<file path="src/rtl/eth_pkg.sv">
// Shared definitions for the UDP channel demultiplexer: FSM state encoding,
// well-known payload flags and sizing constants.
package eth_pkg;

  typedef enum logic [1:0] {
    ST_IDLE = 2'd0,
    ST_FLAG = 2'd1,
    ST_FWD  = 2'd2,
    ST_DROP = 2'd3
  } state_e;

  localparam logic [31:0] FLAG_MOTOR = 32'hE1EC_0C0D;
  localparam logic [31:0] FLAG_AD    = 32'hAD86_86DA;

  // Number of leading payload bytes that form the channel flag
  localparam int unsigned FLAG_BYTES = 4;
  // Width of the flag byte counter (counts 0..FLAG_BYTES-1)
  localparam int unsigned BCNT_W     = 2;
  // Width of the channel index; covers up to 8 channels
  localparam int unsigned SEL_W      = 3;

endpackage

</file>
<file path="src/rtl/udp_flag_match.sv">
// Combinational flag lookup: compares a 32-bit flag against NUM_CH channel
// flags and returns the lowest matching channel index.
// Ports:
//   flag   in   32-bit big-endian flag assembled from payload bytes 0..3
//   hit_c  out  at least one channel flag matches
//   idx_c  out  lowest matching channel index (0 when no match)
module udp_flag_match
  import eth_pkg::*;
#(
  parameter int unsigned          NUM_CH   = 2,
  parameter logic [NUM_CH*32-1:0] CH_FLAGS = {FLAG_AD, FLAG_MOTOR}
) (
  input  logic [31:0]      flag,
  output logic             hit_c,
  output logic [SEL_W-1:0] idx_c
);

  // Scan from the top down so the lowest matching index is the last writer
  always_comb begin
    hit_c = 1'b0;
    idx_c = '0;
    for (int i = int'(NUM_CH) - 1; i >= 0; i--) begin
      if (flag == CH_FLAGS[32*i +: 32]) begin
        hit_c = 1'b1;
        idx_c = SEL_W'(i);
      end
    end
  end

endmodule

</file>
<file path="src/rtl/udp_chan_demux.sv">
// UDP payload demultiplexer. The first four payload bytes form a flag that
// selects an output channel; the remaining bytes are forwarded on that
// channel through a one-byte hold register. Unknown flags and short payloads
// are discarded, and an input-stall watchdog truncates stalled packets.
// Optional per-channel packet counters are built when UDP_CHAN_DEMUX_STATS_EN
// is defined.
// Ports:
//   sys_clk, sys_rst_n        clock, synchronous active-low reset
//   s_data/s_valid/s_last     input byte stream, s_ready accepts
//   m_data/m_last             shared output byte and end-of-packet
//   m_valid/m_ready           one-hot per-channel handshake
//   drop_pulse                one cycle per discarded packet
//   timeout_pulse             one cycle per watchdog-truncated packet
//   ch_pkt_cnt                per-channel 16-bit packet counters (stats build)
module udp_chan_demux
  import eth_pkg::*;
#(
  parameter int unsigned          NUM_CH          = 2,
  parameter logic [NUM_CH*32-1:0] CH_FLAGS        = {FLAG_AD, FLAG_MOTOR},
  parameter int unsigned          WATCH_DOG_WIDTH = 12
) (
  input  logic              sys_clk,
  input  logic              sys_rst_n,
  input  logic [7:0]        s_data,
  input  logic              s_valid,
  input  logic              s_last,
  output logic              s_ready,
  output logic [7:0]        m_data,
  output logic [NUM_CH-1:0] m_valid,
  output logic              m_last,
  input  logic [NUM_CH-1:0] m_ready,
  output logic              drop_pulse,
  output logic              timeout_pulse
`ifdef UDP_CHAN_DEMUX_STATS_EN
  ,
  output logic [NUM_CH*16-1:0] ch_pkt_cnt
`endif
);

  state_e                     state_q, state_d;
  logic [BCNT_W-1:0]          bcnt_q, bcnt_d;
  logic [23:0]                flag_sr_q, flag_sr_d;
  logic [SEL_W-1:0]           sel_q, sel_d;
  logic [7:0]                 hold_data_q, hold_data_d;
  logic                       hold_last_q, hold_last_d;
  logic                       hold_full_q, hold_full_d;
  logic [WATCH_DOG_WIDTH-1:0] wd_cnt_q, wd_cnt_d;
  logic                       wd_drop_q, wd_drop_d;
  logic                       drop_pulse_q, drop_pulse_d;
  logic                       timeout_pulse_q, timeout_pulse_d;

  logic                       hit_c;
  logic [SEL_W-1:0]           idx_c;
  logic [NUM_CH-1:0]          sel_oh_c;
  logic                       sel_ready_c;
  logic                       wd_expired_c;
  logic                       fire_c;
  logic                       hs_c;
  logic                       accept_c;

  // Flag of the byte being accepted, valid when it is byte 3
  udp_flag_match #(
    .NUM_CH   (NUM_CH),
    .CH_FLAGS (CH_FLAGS)
  ) u_flag_match (
    .flag  ({flag_sr_q, s_data}),
    .hit_c (hit_c),
    .idx_c (idx_c)
  );

  always_comb begin
    sel_oh_c = '0;
    for (int i = 0; i < int'(NUM_CH); i++) begin
      sel_oh_c[i] = (sel_q == SEL_W'(i));
    end
  end

  assign sel_ready_c  = |(m_ready & sel_oh_c);
  assign wd_expired_c = (wd_cnt_q == {WATCH_DOG_WIDTH{1'b1}});
  // Hold byte is offered once its successor arrives, it is the last, or the watchdog fires
  assign fire_c       = (state_q == ST_FWD) & hold_full_q &
                        (hold_last_q | s_valid | wd_expired_c);
  assign hs_c         = fire_c & sel_ready_c;
  assign accept_c     = s_valid & s_ready;

  // State register
  always_ff @(posedge sys_clk) begin
    if (!sys_rst_n) begin
      state_q <= ST_IDLE;
    end else begin
      state_q <= state_d;
    end
  end

  // Datapath registers
  always_ff @(posedge sys_clk) begin
    if (!sys_rst_n) begin
      bcnt_q          <= '0;
      flag_sr_q       <= '0;
      sel_q           <= '0;
      hold_data_q     <= '0;
      hold_last_q     <= 1'b0;
      hold_full_q     <= 1'b0;
      wd_cnt_q        <= '0;
      wd_drop_q       <= 1'b0;
      drop_pulse_q    <= 1'b0;
      timeout_pulse_q <= 1'b0;
    end else begin
      bcnt_q          <= bcnt_d;
      flag_sr_q       <= flag_sr_d;
      sel_q           <= sel_d;
      hold_data_q     <= hold_data_d;
      hold_last_q     <= hold_last_d;
      hold_full_q     <= hold_full_d;
      wd_cnt_q        <= wd_cnt_d;
      wd_drop_q       <= wd_drop_d;
      drop_pulse_q    <= drop_pulse_d;
      timeout_pulse_q <= timeout_pulse_d;
    end
  end

  // Next state and datapath update
  always_comb begin
    state_d         = state_q;
    bcnt_d          = bcnt_q;
    flag_sr_d       = flag_sr_q;
    sel_d           = sel_q;
    hold_data_d     = hold_data_q;
    hold_last_d     = hold_last_q;
    hold_full_d     = hold_full_q;
    wd_drop_d       = wd_drop_q;
    wd_cnt_d        = '0;
    drop_pulse_d    = 1'b0;
    timeout_pulse_d = 1'b0;

    unique case (state_q)
      ST_IDLE: begin
        if (accept_c) begin
          flag_sr_d = 24'(s_data);
          bcnt_d    = BCNT_W'(1);
          // A one-byte payload is too short to carry a flag
          if (s_last) drop_pulse_d = 1'b1;
          else        state_d      = ST_FLAG;
        end
      end

      ST_FLAG: begin
        if (accept_c) begin
          flag_sr_d = {flag_sr_q[15:0], s_data};
          bcnt_d    = bcnt_q + BCNT_W'(1);
          if (s_last) begin
            drop_pulse_d = 1'b1;
            state_d      = ST_IDLE;
          end else if (bcnt_q == BCNT_W'(FLAG_BYTES - 1)) begin
            if (hit_c) begin
              sel_d   = idx_c;
              state_d = ST_FWD;
            end else begin
              wd_drop_d = 1'b0;
              state_d   = ST_DROP;
            end
          end
        end else if (wd_expired_c) begin
          wd_drop_d = 1'b1;
          state_d   = ST_DROP;
        end
      end

      ST_FWD: begin
        if (hs_c && hold_last_q) begin
          hold_full_d = 1'b0;
          hold_last_d = 1'b0;
          state_d     = ST_IDLE;
        end else if (hs_c && wd_expired_c) begin
          // Truncated byte is out; a byte taken in the same cycle belongs to the discarded tail
          timeout_pulse_d = 1'b1;
          hold_full_d     = 1'b0;
          hold_last_d     = 1'b0;
          wd_drop_d       = 1'b1;
          state_d         = (accept_c && s_last) ? ST_IDLE : ST_DROP;
        end else if (accept_c) begin
          hold_data_d = s_data;
          hold_last_d = s_last;
          hold_full_d = 1'b1;
        end else if (hs_c) begin
          hold_full_d = 1'b0;
        end
      end

      ST_DROP: begin
        if (accept_c && s_last) begin
          drop_pulse_d = !wd_drop_q;
          state_d      = ST_IDLE;
        end
      end

      default: state_d = ST_IDLE;
    endcase

    // Watchdog: consecutive idle-input cycles while a packet is open, saturating
    if ((state_d == state_q) && !s_valid &&
        ((state_q == ST_FLAG) ||
         ((state_q == ST_FWD) && hold_full_q && !hold_last_q))) begin
      wd_cnt_d = wd_expired_c ? wd_cnt_q : wd_cnt_q + WATCH_DOG_WIDTH'(1);
    end
  end

  // Outputs
  always_comb begin
    s_ready = 1'b0;
    unique case (state_q)
      ST_IDLE, ST_FLAG, ST_DROP: s_ready = 1'b1;
      ST_FWD:  s_ready = !hold_last_q & (!hold_full_q | hs_c);
      default: s_ready = 1'b0;
    endcase
    s_ready       = s_ready & sys_rst_n;
    m_valid       = fire_c ? sel_oh_c : '0;
    m_data        = hold_data_q;
    m_last        = (state_q == ST_FWD) & hold_full_q & (hold_last_q | wd_expired_c);
    drop_pulse    = drop_pulse_q;
    timeout_pulse = timeout_pulse_q;
  end

`ifdef UDP_CHAN_DEMUX_STATS_EN
  logic [15:0] cnt_q [NUM_CH];
  logic [15:0] cnt_d [NUM_CH];

  // Count every end-of-packet handshake, truncated ones included; wraps naturally
  always_comb begin
    for (int i = 0; i < int'(NUM_CH); i++) begin
      cnt_d[i] = cnt_q[i];
      if (hs_c && m_last && sel_oh_c[i]) cnt_d[i] = cnt_q[i] + 16'd1;
    end
  end

  always_ff @(posedge sys_clk) begin
    for (int i = 0; i < int'(NUM_CH); i++) begin
      if (!sys_rst_n) cnt_q[i] <= '0;
      else            cnt_q[i] <= cnt_d[i];
    end
  end

  always_comb begin
    for (int i = 0; i < int'(NUM_CH); i++) begin
      ch_pkt_cnt[16*i +: 16] = cnt_q[i];
    end
  end
`endif

endmodule

</file>
<file path="config.mk">
export PLATFORM = sky130hd
export DESIGN_NAME = udp_chan_demux
export DESIGN_NICKNAME = d
export VERILOG_FILES = /design/src/rtl/eth_pkg.sv /design/src/rtl/udp_flag_match.sv /design/src/rtl/udp_chan_demux.sv
export SDC_FILE = /design/constraint.sdc
export NUM_CORES = 1
export LEC_CHECK = 0
export BUFFER_PORTS_ARGS = -buffer_cell sky130_fd_sc_hd__buf_2
export CAP_MARGIN = 30
export CORE_ASPECT_RATIO = 1.75
export CORE_MARGIN = 2
export CORE_UTILIZATION = 62
export DETAILED_ROUTE_END_ITERATION = 6
export PLACE_DENSITY = 0.9
export SLEW_MARGIN = 5
export SYNTH_ARGS = -nofsm -noshare
export SYNTH_HDL_FRONTEND = slang
export SYNTH_SLANG_ARGS = --single-unit
</file>
<file path="constraint.sdc">
create_clock -name sys_clk -period 5 [get_ports sys_clk]
set_input_delay 0.25 -clock sys_clk [delete_from_list [all_inputs] [get_ports sys_clk]]
set_output_delay 0.25 -clock sys_clk [all_outputs]
set_load 0.005 [all_outputs]
</file>
==> key figures, run 1 <==
Outcome
  – Status: completed

Hold path
  – Hold WC Path Type: in -> reg
  – Worst Hold Depth: 3

Floorplan
  – Initial core utilization: 0.629
  – # IOs: 28
  – Core area: 4070 µm²
  – Die W: between 50 and 60 µm
  – # rows: 31
  – Die Ht: 89.1 µm
  – Die ar.: roughly 4700 µm²

Clock network
  – H-tree levels: 2
  – CTS buffer count: 5
  – Worst-Skew Late Latency: about 0.3 ns
  – CTS Hold Buffers Added: 0
  – CTS tree: done
  – CTS max path bufs: 2
  – Post-cts sizing count: 0
  – Clk sinks: 54
  – Clock-pin slew on the worst setup and hold paths: roughly 0.09 ns
  – Setup Buffers After CTS: 0
  – Root Buffer: clkbuf_8

Yosys
  – YS warnings: 0
  – Yosys cell types: 56
  – Synth Area in Compound Gates: 0.202
  – Largest family of logic cells by synthesized area: simple AND/OR/NAND/NOR gates
  – Ys async rst share: 0
  – Synth Area in Simple Gates: 0.278
  – Post-synth EDFFs: 0
  – Synthesized flop and latch total: 54
  – Synth Area in Adders: 0.00976
  – Mapped Nets: 300
  – Mux contribution to synthesized area: 0.0181
  – Sequential area share after synthesis: 0.422
  – Synth Area per Inst: about 9.0 µm²
  – Main synth FF type: dfxtp_1
  – Cell count after synthesis: 284
  – Synthesized cell area: 2560 µm²
  – Synth Area in XOR/XNOR: 0.0239

Cells and area
  – Nets@finish: roughly 320
  – Area growth, synth to finish: 8.15%
  – Fin area: 2770 µm²
  – Register area: between 1000 and 1500 µm²
  – FILL cells: 338
  – Antenna cells: 0
  – Layout cells sized above 1: 0.168
  – Multi-input gate area: 1360 µm²
  – Util after Layout: 0.681

Pwr
  – Leak Pwr: about 1.0 nW
  – PwrDens: around 260 nW/µm²
  – Worst vdd ir: 0.000226 V

Timing
  – Max Clk Rate: roughly 440 MHz
  – Max-slew violations: 0
  – Least-Margin Pin Slew: 0.675 ns
  – Tcrit/Tclk final: 0.456
  – Max_slew headroom: 0.549
  – Setup TNS: 0 ns
  – Unrepaired setup endpoints after global routing: false
  – Setup Skew: just under 0.009 ns
  – Final hold vios: 0
  – Min Tclk post-route: approximately 2.3 ns
  – Final Setup Violations: 0

Worst setup path
  – Crit Path Max Fanout: 4
  – Critical Path AT: 2.03 ns
  – Setup crit start kind: flop
  – R2R cell count: 5
  – Critical path class: reg -> out
  – WP data required: about 4.8 ns
  – Crit end category: output pin

Routing
  – Wire length per cell: ~16 µm
  – Initial DRT Pass Iterations: 4
  – Vias per std cell: between 6 and 7
  – Vias: 2169
  – Initial DRC count: 57
  – Total Routed Length: around 5800 µm
  – DRC Markers: 0
  – Antenna Violating Nets Remaining: 0

Global routing
  – Pin count of the biggest net entering global routing: between 40 and 50
  – Total GRT Usage: 0.267
  – Vias in the first global route: around 2100
  – Initial antenna violation count: 0
  – First-pass GRT wire length: about 9400 µm
  – Congestion Overflow GR: 0

Place
  – DPL Wire Length: 4160 µm
  – Routability Congestion: 0.921
  – Placed Area: between 2000 and 3000 µm²
  – Port Buf Inserts: 27

Run
  – Max Cap Violations: 0
[through the flow]
stage,worst slack (ns),hold slack (ns),power (mW),instances
2_1_floorplan,3.31,0.394,0.480,284
3_3_place_gp,2.59,0.451,0.496,347
3_5_place_dp,2.54,0.458,0.497,347
4_1_cts,2.70,0.221,0.730,353
5_1_grt,2.56,0.231,0.755,353
6_report,2.72,0.224,0.726,353
[critical path, cell delays in order, from the launching register on]
cell	delay (ns)
dfxtp_1	0.39
ha_1	0.23
and4_1	0.27
a31oi_1	0.17
a21o_1	0.23
a21o_1	0.17
a21boi_0	0.14
buf_2	0.13
[sequential cells by signal, indices dropped and copies added, names as in the netlist]
signal and count:
wd_drop_q 1, flag_sr_q 24, hold_full_q 1, drop_pulse 1, hold_last_q 1, bcnt_q 2, timeout_pulse 1, m_data 8
sel_q 1, state_q 2, wd_cnt_q 12
[Yosys cell counts (3+ instances only)]
| master | instances | area share |
|---|---|---|
| dfxtp_1 | 54 | 0.42 |
| nand2_1 | 29 | 0.042 |
| nor2b_1 | 20 | 0.049 |
| nor2_1 | 19 | 0.028 |
| a22oi_1 | 17 | 0.050 |
| inv_1 | 13 | 0.019 |
| o21ai_0 | 13 | 0.025 |
| nand3_1 | 12 | 0.023 |
| a21boi_0 | 10 | 0.029 |
| nor4bb_1 | 9 | 0.035 |
| clkbuf_1 | 8 | 0.012 |
| a21oi_1 | 6 | 0.012 |
| nand4_1 | 6 | 0.015 |
| xnor2_1 | 5 | 0.017 |
| and3_1 | 4 | 0.0098 |
| o211ai_1 | 3 | 0.0088 |
[kinds of logic after synthesis]
family	Yosys count
AO/OA/AOI/OAI	70
XOR/XNOR	7
adder cells (fa/ha/maj)	2
buffers and inverters	26
flip-flops	54
multiplexers	4
AND/OR/NAND/NOR	121
[final timing paths]
kind                         endpoint  slack, ns                startpoint
max                           s_ready       2.72  wd_cnt_q[0]$_SDFFE_PN0N_
min            m_data[4]$_SDFFE_PN0P_       0.22                 s_data[4]
max reg2reg  wd_cnt_q[2]$_SDFFE_PN0N_       2.83     state_q[1]$_SDFF_PN0_
min reg2reg    m_data[3]$_SDFFE_PN0P_       0.47    m_data[3]$_SDFFE_PN0P_
[area by class of cell]
type / count / area share
Timing Repair Buffer: 27 / 0.0487
Multi-Input combinational cell: 204 / 0.492
Sequential cell: 54 / 0.390
Tap cell: 49 / 0.0221
Clock buffer: 6 / 0.0298
Inverter: 13 / 0.0176
[per-layer routing]
| layer | part of all wire | vias to the layer above | global-route usage |
|---|---|---|---|
| li1 | - | 1063 | - |
| met1 | 0.38 | 1034 | 0.286 |
| met2 | 0.56 | 56 | 0.498 |
| met3 | 0.035 | 16 | 0.0468 |
| met4 | 0.028 | 0 | 0.112 |
| met5 | 0 | - | 0 |
[report_power, final]
| group | switching, mW | internal [mW] |
|---|---|---|
| registers | 0.00594 | 0.435 |
| logic | 0.0277 | 0.0186 |
| clock network | 0.131 | 0.107 |
[placed cells by master (no fill, tap or decap), types with 5 or more instances in the layout]
cell	netlist	layout
nand2_1	29	29
nand4_1	6	6
nand3_1	12	12
a21oi_1	6	6
xnor2_1	5	5
a21boi_0	10	10
nor2b_1	20	20
clkbuf_8	0	6
o21ai_0	13	13
inv_1	13	13
a22oi_1	17	17
nor4bb_1	9	9
nor2_1	19	19
dfxtp_1	54	54
buf_2	2	27
Power figures use the tool's default switching activity.
==> run 2: changes to the inputs <==
--- a/config.mk
+++ b/config.mk
@@ -5,13 +5,14 @@
 export SDC_FILE = /design/constraint.sdc
 export NUM_CORES = 1
 export LEC_CHECK = 0
+export ABC_AREA = 1
 export BUFFER_PORTS_ARGS = -buffer_cell sky130_fd_sc_hd__buf_2
 export CAP_MARGIN = 30
 export CORE_ASPECT_RATIO = 1.75
 export CORE_MARGIN = 2
-export CORE_UTILIZATION = 62
+export CORE_UTILIZATION = 52
 export DETAILED_ROUTE_END_ITERATION = 6
-export PLACE_DENSITY = 0.9
+export PLACE_DENSITY = 0.81
 export SLEW_MARGIN = 5
 export SYNTH_ARGS = -nofsm -noshare
 export SYNTH_HDL_FRONTEND = slang
==> constraint.sdc (replaced) <==
create_clock -name sys_clk -period 2.05 [get_ports sys_clk]
set_input_delay 0.1025 -clock sys_clk [delete_from_list [all_inputs] [get_ports sys_clk]]
set_output_delay 0.1025 -clock sys_clk [all_outputs]
set_load 0.005 [all_outputs]
==> run 2 against run 1 <==
  * The run now ends with negative setup slack left
  * Final cell count increased by 32%
  * Hold slack got worse by 0.15 ns
  * Sequential share of layout area decreased by 4.5 points
  * Register-to-register slack got worse by 2.8 ns
  * Global-route usage decreased by 5.0 points
  * Flip-flop and latch count unchanged
  * Combinational power increased to 3.4 times the previous value
  * Cell area increased by 13%
  * Synthesized area increased by 2.6%
  * Total power increased to 2.5 times the previous value
  * First-iteration DRC count increased by 120%
  * Non-clock buffer count increased by 16
  * Critical endpoint is now wd_cnt_q[1]$_SDFFE_PN0N_
  * Largest cell class unchanged
  * Highest routed layer unchanged
==> key figures, run 2 <==
Worst setup path
  – Critical Path AT: 2.26 ns (+0.23 ns)
  – Critical path class: reg -> reg
  – Crit end category: flop
  – RR Endpoint: wd_cnt_q[1]$_SDFFE_PN0N_
  – Setup crit start kind: flop
  – FF-to-FF setup slack: -0.01 ns (-2.84 ns)
  – WP data required: 2.25 ns (-2.50 ns)
  – R2R cell count: 13 (+8)
  – Crit Path Max Fanout: 8 (+4)
  – R2r startpoint: wd_cnt_q[0]$_SDFFE_PN0N_

Place
  – Placed Area: 2850 µm² (+6.0%)
  – Routability Congestion: 1.03 (+12%)
  – DPL Wire Length: 4240 µm (+1.8%)
  – Port Buf Inserts: 27 (unchanged)

Yosys
  – Top-count cell post-synth: nand2_1
  – Synth cell count leaders: 76 x nand2_1, 54 x dfxtp_1, 49 x nor2_1, 41 x a21oi_1, 37 x inv_1
  – Main synth FF type: dfxtp_1
  – YS warnings: 0 (unchanged)
  – Synthesized flop and latch total: 54 (unchanged)
  – Sequential area share after synthesis: 0.411 (-0.0106)
  – Synth top area share: 0.411 (-0.0106)
  – Yosys cell types: 32 (-43%)
  – Largest area contributor in the netlist: dfxtp_1
  – Cell count after synthesis: 369 (+30%)
  – Synth Area per Inst: 7.13 µm² (-21%)
  – Mapped Nets: 385 (+28%)
  – Post-synth EDFFs: 0 (unchanged)
  – Synth area leaders: dfxtp_1 41%, nand2_1 11%, a21oi_1 7.8%
  – Ys async rst share: 0 (unchanged)
  – Synthesized cell area: 2630 µm² (+2.6%)

Cells and area
  – Max FFs per register: 24 (unchanged)
  – Layout cells sized above 1: 0.257 (+0.0895)
  – Commonest cells after routing, fill and taps aside: 74 x nand2_1, 52 x dfxtp_1, 47 x nor2_1, 38 x a21oi_1, 35 x inv_1
  – Commonest non-fill, non-tap cell in the layout: nand2_1
  – Nets@finish: 427 (+33%)
  – Fin area: 3150 µm² (+13%)
  – Largest Register: flag_sr_q
  – Area growth, synth to finish: 19.6%
  – Antenna cells: 0 (unchanged)
  – FILL cells: 417 (+23%)
  – Util after Layout: 0.638 (-0.0431)

Clock network
  – Clk sinks: 54 (unchanged)
  – CTS tree: done
  – CTS max path bufs: 2 (unchanged)
  – Root Buffer: clkbuf_8
  – Clock-pin slew on the worst setup and hold paths: 0.11 ns (+0.02 ns)
  – H-tree levels: 2 (unchanged)
  – CTS buffer count: 5 (unchanged)
  – Worst-Skew Late Latency: 0.31 ns (about the same)

Pwr
  – PwrDens: 583 nW/µm² (+120%)
  – Worst vdd ir: 0.000583 V (+160%)
  – Leak Pwr: 1.29 nW (+27%)

Timing
  – Setup Skew: 0.0147 ns (+0.00602 ns)
  – Min Tclk post-route: around 2.1 ns
  – Setup ws final: -0.00983 ns (-2.73 ns)
  – Final hold slack: 0.0729 ns (-0.151 ns)
  – Final hold vios: 0 (unchanged)
  – Least-Margin Pin Slew: 0.518 ns (-0.157 ns)
  – Max-slew violations: 0 (unchanged)
  – Max_slew headroom: 0.646 (+0.0963)
  – Max Clk Rate: around 490 MHz
  – Setup TNS: -0.0331 ns (-0.0331 ns)
  – Final Setup Violations: 9 (+9)
  – Tcrit/Tclk final: 1.00
  – Unrepaired setup endpoints after global routing: true

Global routing
  – Pin count of the biggest net entering global routing: 23 (-53%)
  – First-pass GRT wire length: 9920 µm (+5.2%)
  – Vias in the first global route: 2348 (+14%)
  – Initial antenna violation count: 0 (unchanged)
  – Congestion Overflow GR: 0 (unchanged)
  – Total GRT Usage: 0.217 (-0.0502)

Routing
  – Vias: 2528 (+17%)
  – Initial DRC count: 128 (+120%)
  – Wire length per cell: 13.7 µm (-17%)
  – Total Routed Length: 6370 µm (+9.6%)
  – Initial DRT Pass Iterations: 4 (unchanged)
  – DRC Markers: 0 (unchanged)
  – Vias per std cell: 5.42 (-12%)
  – Antenna Violating Nets Remaining: 0 (unchanged)

Hold path
  – Worst Hold Depth: 3 (unchanged)
  – Hold WC Path Type: in -> reg
  – WHS Endpoint: flag_sr_q[0]$_SDFFE_PN0P_
  – Worst Hold Launch: s_data[0]

Outcome
  – Failing checks: negative setup slack
  – Status: finished, violations left

Floorplan
  – # rows: 34 (+9.7%)
  – # IOs: 28 (unchanged)
  – Die Ht: 98.1 µm (+10%)
  – Die W: 57.8 µm (+9.8%)
  – Core area: 4930 µm² (+21%)
  – Die ar.: 5670 µm² (+21%)
  – Initial core utilization: 0.533 (-0.0965)

Run
  – Max Cap Violations: 0 (unchanged)
[run 2: cell types whose count changed after synthesis, sizes merged, moves of 5 or more]
cell | previous run | this run
nor4bb | 9 | 0
inv | 13 | 42
a21oi | 8 | 42
o21ai | 13 | 26
nor3 | 3 | 8
a22oi | 17 | 0
nor2 | 19 | 64
nor2b | 20 | 0
nand2 | 29 | 83
a21boi | 12 | 0
[run 2: cell type report]
type,instances,area (µm²),share of cell area
inverter,43,173,0.0549
sequential,54,1090,0.345
timing repair buffer,43,298,0.0946
clock inverter,3,18.8,0.00596
timing repair inverter,3,22.5,0.00716
tap,54,67.6,0.0215
clock buffer,5,68.8,0.0219
multi-input combinational,261,1410,0.449
[run 2: per-stage QoR]
stage                     std cells  total power, mW  worst slack [ns]
after floorplan                 369             1.18             0.108
after global placement          448             1.23            0.0216
after detailed placement        448             1.23           -0.0451
after CTS                       458             1.82          0.000154
after global routing            466             1.90            -0.139
final                           466             1.84          -0.00983
[run 2: power by group]
part	leakage [nW]	switching (mW)	internal, mW
sequential	0.438	0.0146	1.06
combinational	0.801	0.0997	0.0548
clock	0.0483	0.360	0.242
total	1.29	0.474	1.36
[run 2: cells by family after synthesis]
kind of cell,after synthesis,share of synthesized area
xor+xnor,9,0.0300
buf+inv,54,0.0842
flops,54,0.411
compound gates,70,0.137
fa+ha+maj,2,0.00951
simple gates,179,0.325
mux,1,0.00381
[run 2: how the worst max path moves through the flow]
stage	depth (start not counted)	to	from
global route	14	wd_cnt_q[2]$_SDFFE_PN0N_	wd_cnt_q[0]$_SDFFE_PN0N_
detailed placement	12	flag_sr_q[7]$_SDFFE_PN0P_	wd_cnt_q[0]$_SDFFE_PN0N_
global placement	12	m_data[3]$_SDFFE_PN0P_	wd_cnt_q[0]$_SDFFE_PN0N_
finish	13	wd_cnt_q[1]$_SDFFE_PN0N_	wd_cnt_q[0]$_SDFFE_PN0N_
CTS	15	wd_cnt_q[0]$_SDFFE_PN0N_	wd_cnt_q[1]$_SDFFE_PN0N_
floorplan	13	wd_cnt_q[1]$_SDFFE_PN0N_	wd_cnt_q[0]$_SDFFE_PN0N_
[run 2: what timing repair did]
item / CTS / global route
setup endpoints to repair: 10 / 48
hold endpoints to repair: 0 / 0
hold buffers: 0 / 0
gates resized for setup: 6 / 29
cloned: 2 / 2
pin swaps: 1 / 4
setup buffers: 0 / 6
[run 2: per-layer routing]
metal | vias to the layer above | share of wire | global-route usage
met1 | 1182 | 0.40 | 0.252
met4 | 0 | 0.048 | 0.129
met2 | 60 | 0.52 | 0.362
met5 | - | 0 | 0
li1 | 1261 | - | -
met3 | 25 | 0.033 | 0.0371
[run 2: critical path: stages, from the launching register on]
cell,delay [ns]
dfxtp_4,0.38
ha_4,0.15
nand2_4,0.06
nor2_4,0.14
nand3_4,0.11
nand2_4,0.09
nand3_4,0.09
nand2_4,0.10
nand3_4,0.15
o21ai_1,0.26
nand3_2,0.13
nand2_4,0.10
clkbuf_16,0.16
nor2_2,0.03
==> run 3: changes to the inputs <==
--- a/config.mk
+++ b/config.mk
@@ -10,10 +10,12 @@
 export CAP_MARGIN = 30
 export CORE_ASPECT_RATIO = 1.75
 export CORE_MARGIN = 2
-export CORE_UTILIZATION = 52
+export CORE_UTILIZATION = 55
+export CTS_BUF_LIST = sky130_fd_sc_hd__clkbuf_8
 export DETAILED_ROUTE_END_ITERATION = 6
-export PLACE_DENSITY = 0.81
+export PLACE_DENSITY = 0.84
 export SLEW_MARGIN = 5
 export SYNTH_ARGS = -nofsm -noshare
 export SYNTH_HDL_FRONTEND = slang
+export SYNTH_HIERARCHICAL = 1
 export SYNTH_SLANG_ARGS = --single-unit
==> run 3 against run 2 <==
  * The run now ends clean
  * Combinational power fell by 3%
  * Flip-flop and latch count increased by 2
  * Clock power increased by 27%
  * Clock skew shrank 0.0091 ns
  * Cell area up 4.6%
  * Via count up 4.0%
  * Utilization up 2.3 points
  * Synthesized area is 7.2% higher
  * Critical endpoint is now wd_cnt_q[0]$_SDFFE_PN0N_
==> key figures, run 3 <==
Outcome
  – Status: completed

Yosys
  – Sequential area share after synthesis: 0.398 (-0.0135)
  – Synth Area in Compound Gates: 0.115 (-0.0216)
  – Largest family of logic cells by synthesized area: simple AND/OR/NAND/NOR gates
  – Synth cell count leaders: 94 x nand2_1, 68 x nor2_1, 56 x dfxtp_1, 46 x inv_1, 31 x a21oi_1
  – Yosys cell types: 36 (+13%)
  – Mux contribution to synthesized area: 0.00355 (-0.000257)
  – Synth Area in Simple Gates: 0.348 (+0.0233)
  – Synth top area share: 0.398 (-0.0135)
  – Ys async rst share: 0 (unchanged)
  – Main synth FF type: dfxtp_1
  – Synthesized cell area: 2820 µm² (+7.2%)
  – YS warnings: 6 (+6)
  – Cell count after synthesis: 407 (+10%)
  – Synth Area in XOR/XNOR: 0.0280 (-0.00202)
  – Synthesized flop and latch total: 56 (+3.7%)
  – Synth Area per Inst: 6.93 µm² (-2.8%)
  – Top-count cell post-synth: nand2_1
  – Synth area leaders: dfxtp_1 40%, nand2_1 13%, nor2_1 9.1%
  – Largest area contributor in the netlist: dfxtp_1
  – Synth Area in Adders: 0.00887 (-0.000642)
  – Post-synth EDFFs: 0 (unchanged)

Routing
  – Initial DRC count: 107 (-16%)
  – Total Routed Length: 6540 µm (+2.7%)
  – Wire length per cell: 13.0 µm (-4.6%)
  – DRC Markers: 0 (unchanged)
  – Initial DRT Pass Iterations: 5 (+1)
  – Vias per std cell: 5.24 (-3.5%)
  – Antenna Violating Nets Remaining: 0 (unchanged)
  – Vias: 2628 (+4.0%)

Global routing
  – Total GRT Usage: 0.237 (+0.0199)
  – First-pass GRT wire length: 10500 µm (+6.2%)
  – Vias in the first global route: 2548 (+8.5%)
  – Congestion Overflow GR: 0 (unchanged)
  – Pin count of the biggest net entering global routing: 26 (+13%)
  – Initial antenna violation count: 0 (unchanged)

Timing
  – Final hold vios: 0 (unchanged)
  – Min Tclk post-route: 1.95 ns (-0.107 ns)
  – Max-slew violations: 0 (unchanged)
  – Final Setup Violations: 0 (-9)
  – Least-Margin Pin Slew: 0.506 ns (-0.0119 ns)
  – Tcrit/Tclk final: 0.952 (-0.0524)
  – Max Clk Rate: 512 MHz (+5.5%)
  – Max_slew headroom: 0.661 (+0.0148)
  – Final hold slack: 0.0645 ns (-0.00832 ns)
  – Setup Skew: 0.00560 ns (-0.00914 ns)

Worst setup path
  – FF-to-FF setup slack: 0.1 ns (+0.11 ns)
  – WP data required: 2.30 ns (+0.05 ns)
  – Setup crit start kind: flop
  – R2R cell count: 16 (+3)
  – Crit Path Max Fanout: 12 (+4)
  – R2r startpoint: wd_cnt_q[0]$_SDFFE_PN0N_
  – Critical path class: reg -> reg
  – Crit end category: flop
  – RR Endpoint: wd_cnt_q[0]$_SDFFE_PN0N_
  – Critical Path AT: 2.20 ns (-0.06 ns)

Place
  – Routability Congestion: 0.889 (-14%)
  – Placed instance count: 487 (+8.7%)
  – Port Buf Inserts: 27 (unchanged)
  – DPL Wire Length: 4780 µm (+13%)

Cells and area
  – Commonest cells after routing, fill and taps aside: 91 x nand2_1, 65 x nor2_1, 46 x inv_1, 42 x dfxtp_1, 31 x a21oi_1
  – Commonest non-fill, non-tap cell in the layout: nand2_1
  – Nets@finish: 463 (+8.4%)
  – Antenna cells: 0 (unchanged)
  – Largest Register: flag_sr_q
  – Layout cells sized above 1: 0.239 (-0.0184)
  – Final Non-Filler Cells: 502 (+7.7%)
  – Max FFs per register: 24 (unchanged)
  – Util after Layout: 0.661 (+0.0235)
  – Area growth, synth to finish: 16.7%

Clock network
  – CTS buffer count: 5 (unchanged)
  – CTS tree: done
  – CTS Hold Buffers Added: 0 (unchanged)
  – CTS max path bufs: 2 (unchanged)
  – Root Buffer: clkbuf_8
  – Clk sinks: 56 (+3.7%)
  – H-tree levels: 2 (unchanged)
  – Clock-pin slew on the worst setup and hold paths: 0.10 ns (about the same)
  – Worst-Skew Late Latency: 0.31 ns (about the same)

Hold path
  – Worst Hold Depth: 3 (unchanged)
  – Hold WC Path Type: in -> reg
  – Worst Hold Launch: s_data[5]
  – WHS Endpoint: flag_sr_q[5]$_SDFFE_PN0P_

Pwr
  – Clock power frac: 0.375 (+0.047)
  – Combinational share of power: 0.074 (-0.010)
  – Design Power: 2.03 mW (+11%)
  – PwrDens: 617 nW/µm² (+5.8%)
  – Internal power: 1.56 mW (+14%)
  – Psw: 473 µW (-0.20%)
  – Leak Pwr: 1.36 nW (+6.0%)
  – Worst vdd ir: 0.000686 V (+18%)
  – Sw Share: 0.233 (-0.0254)
  – Reg power frac: 0.551 (-0.037)

Floorplan
  – # IOs: 28 (unchanged)
  – Initial core utilization: 0.567 (+0.0337)
  – Die Ht: 98.7 µm (+0.66%)
  – Die ar.: 5740 µm² (+1.3%)
  – Core area: 4980 µm² (+0.86%)
  – # rows: 34 (unchanged)
  – Die W: 58.1 µm (+0.64%)

Run
  – Max Cap Violations: 0 (unchanged)
run 3: power groups by stage:
stage | Sequential [mW] | Combinational [mW] | Clock (mW)
2_1_floorplan | 1.14 | 0.0923 | 0
3_3_place_gp | 1.14 | 0.135 | 0
3_5_place_dp | 1.14 | 0.139 | 0
4_1_cts | 1.12 | 0.140 | 0.772
5_1_grt | 1.12 | 0.167 | 0.819
6_report | 1.12 | 0.151 | 0.762
run 3: worst max-delay path by stage:
stage	start	end	slack, ns	cells after the start
floorplan	wd_cnt_q[0]$_SDFFE_PN0N_	wd_cnt_q[1]$_SDFFE_PN0N_	0.09	15
global placement	wd_cnt_q[0]$_SDFFE_PN0N_	wd_cnt_q[0]$_SDFFE_PN0N_	0.11	15
detailed placement	wd_cnt_q[0]$_SDFFE_PN0N_	hold_last_q$_SDFFE_PN0P_	-0.00004	11
CTS	wd_cnt_q[0]$_SDFFE_PN0N_	hold_last_q$_SDFFE_PN0P_	0.01	13
global route	flag_sr_q[6]$_SDFFE_PN0P_	wd_cnt_q[11]$_SDFFE_PN0N_	-0.06	18
finish	wd_cnt_q[0]$_SDFFE_PN0N_	wd_cnt_q[0]$_SDFFE_PN0N_	0.1	16
run 3: repair_timing:
item	CTS	global route
pin swaps	0	4
buffers inserted	0	7
hold endpoints to repair	0	0
setup endpoints to repair	1	35
gates resized for setup	1	35
cloned	0	0
run 3: per-layer routing:
metal | vias up | wire length, µm | global-route usage
met1 | 1212 | 2330 | 0.215
met2 | 58 | 3770 | 0.470
met4 | 0 | 277 | 0.125
met3 | 19 | 167 | 0.0354
met5 | - | 0 | 0
li1 | 1339 | - | -
run 3: critical path, stage by stage (launching register included):
cell and delay (ns):
dfxtp_4 0.38, ha_4 0.14, nand2_2 0.07, nor2_4 0.16
nand3_4 0.10, nand2_4 0.08, nand3_4 0.11, nand2_4 0.09
nand3_4 0.12, clkinv_4 0.11, nand2_4 0.05, nand2_2 0.07
nand2_1 0.04, nand2_1 0.07, nand2_2 0.07, buf_12 0.15
nor2_1 0.08
run 3: logic make-up (layout without fill, tap and decap cells):
kind of cell    after synthesis  after routing
flops                        56             56
mux                           1              1
fa+ha+maj                     2              2
xor+xnor                      9              9
buf+inv                      63            103
simple gates                213            213
compound gates               62             62
other cells                   1              2
run 3: area by class of cell:
class	count	area, µm²
clock inverter	2	38.8
sequential	56	1140
fill	421	1690
multi-input combinational	289	1490
tap	54	67.6
clock buffer	6	82.6
timing repair buffer	43	268
inverter	52	205
run 3: through the flow:
step	setup TNS [ns]	cell area, µm²	setup WS [ns]
floorplan	0	2820	0.0870
global placement	0	3030	0.107
detailed placement	-0.0000395	3030	-0.0000395
CTS	0	3150	0.0135
global route	-0.567	3290	-0.0599
finish	0	3290	0.0976
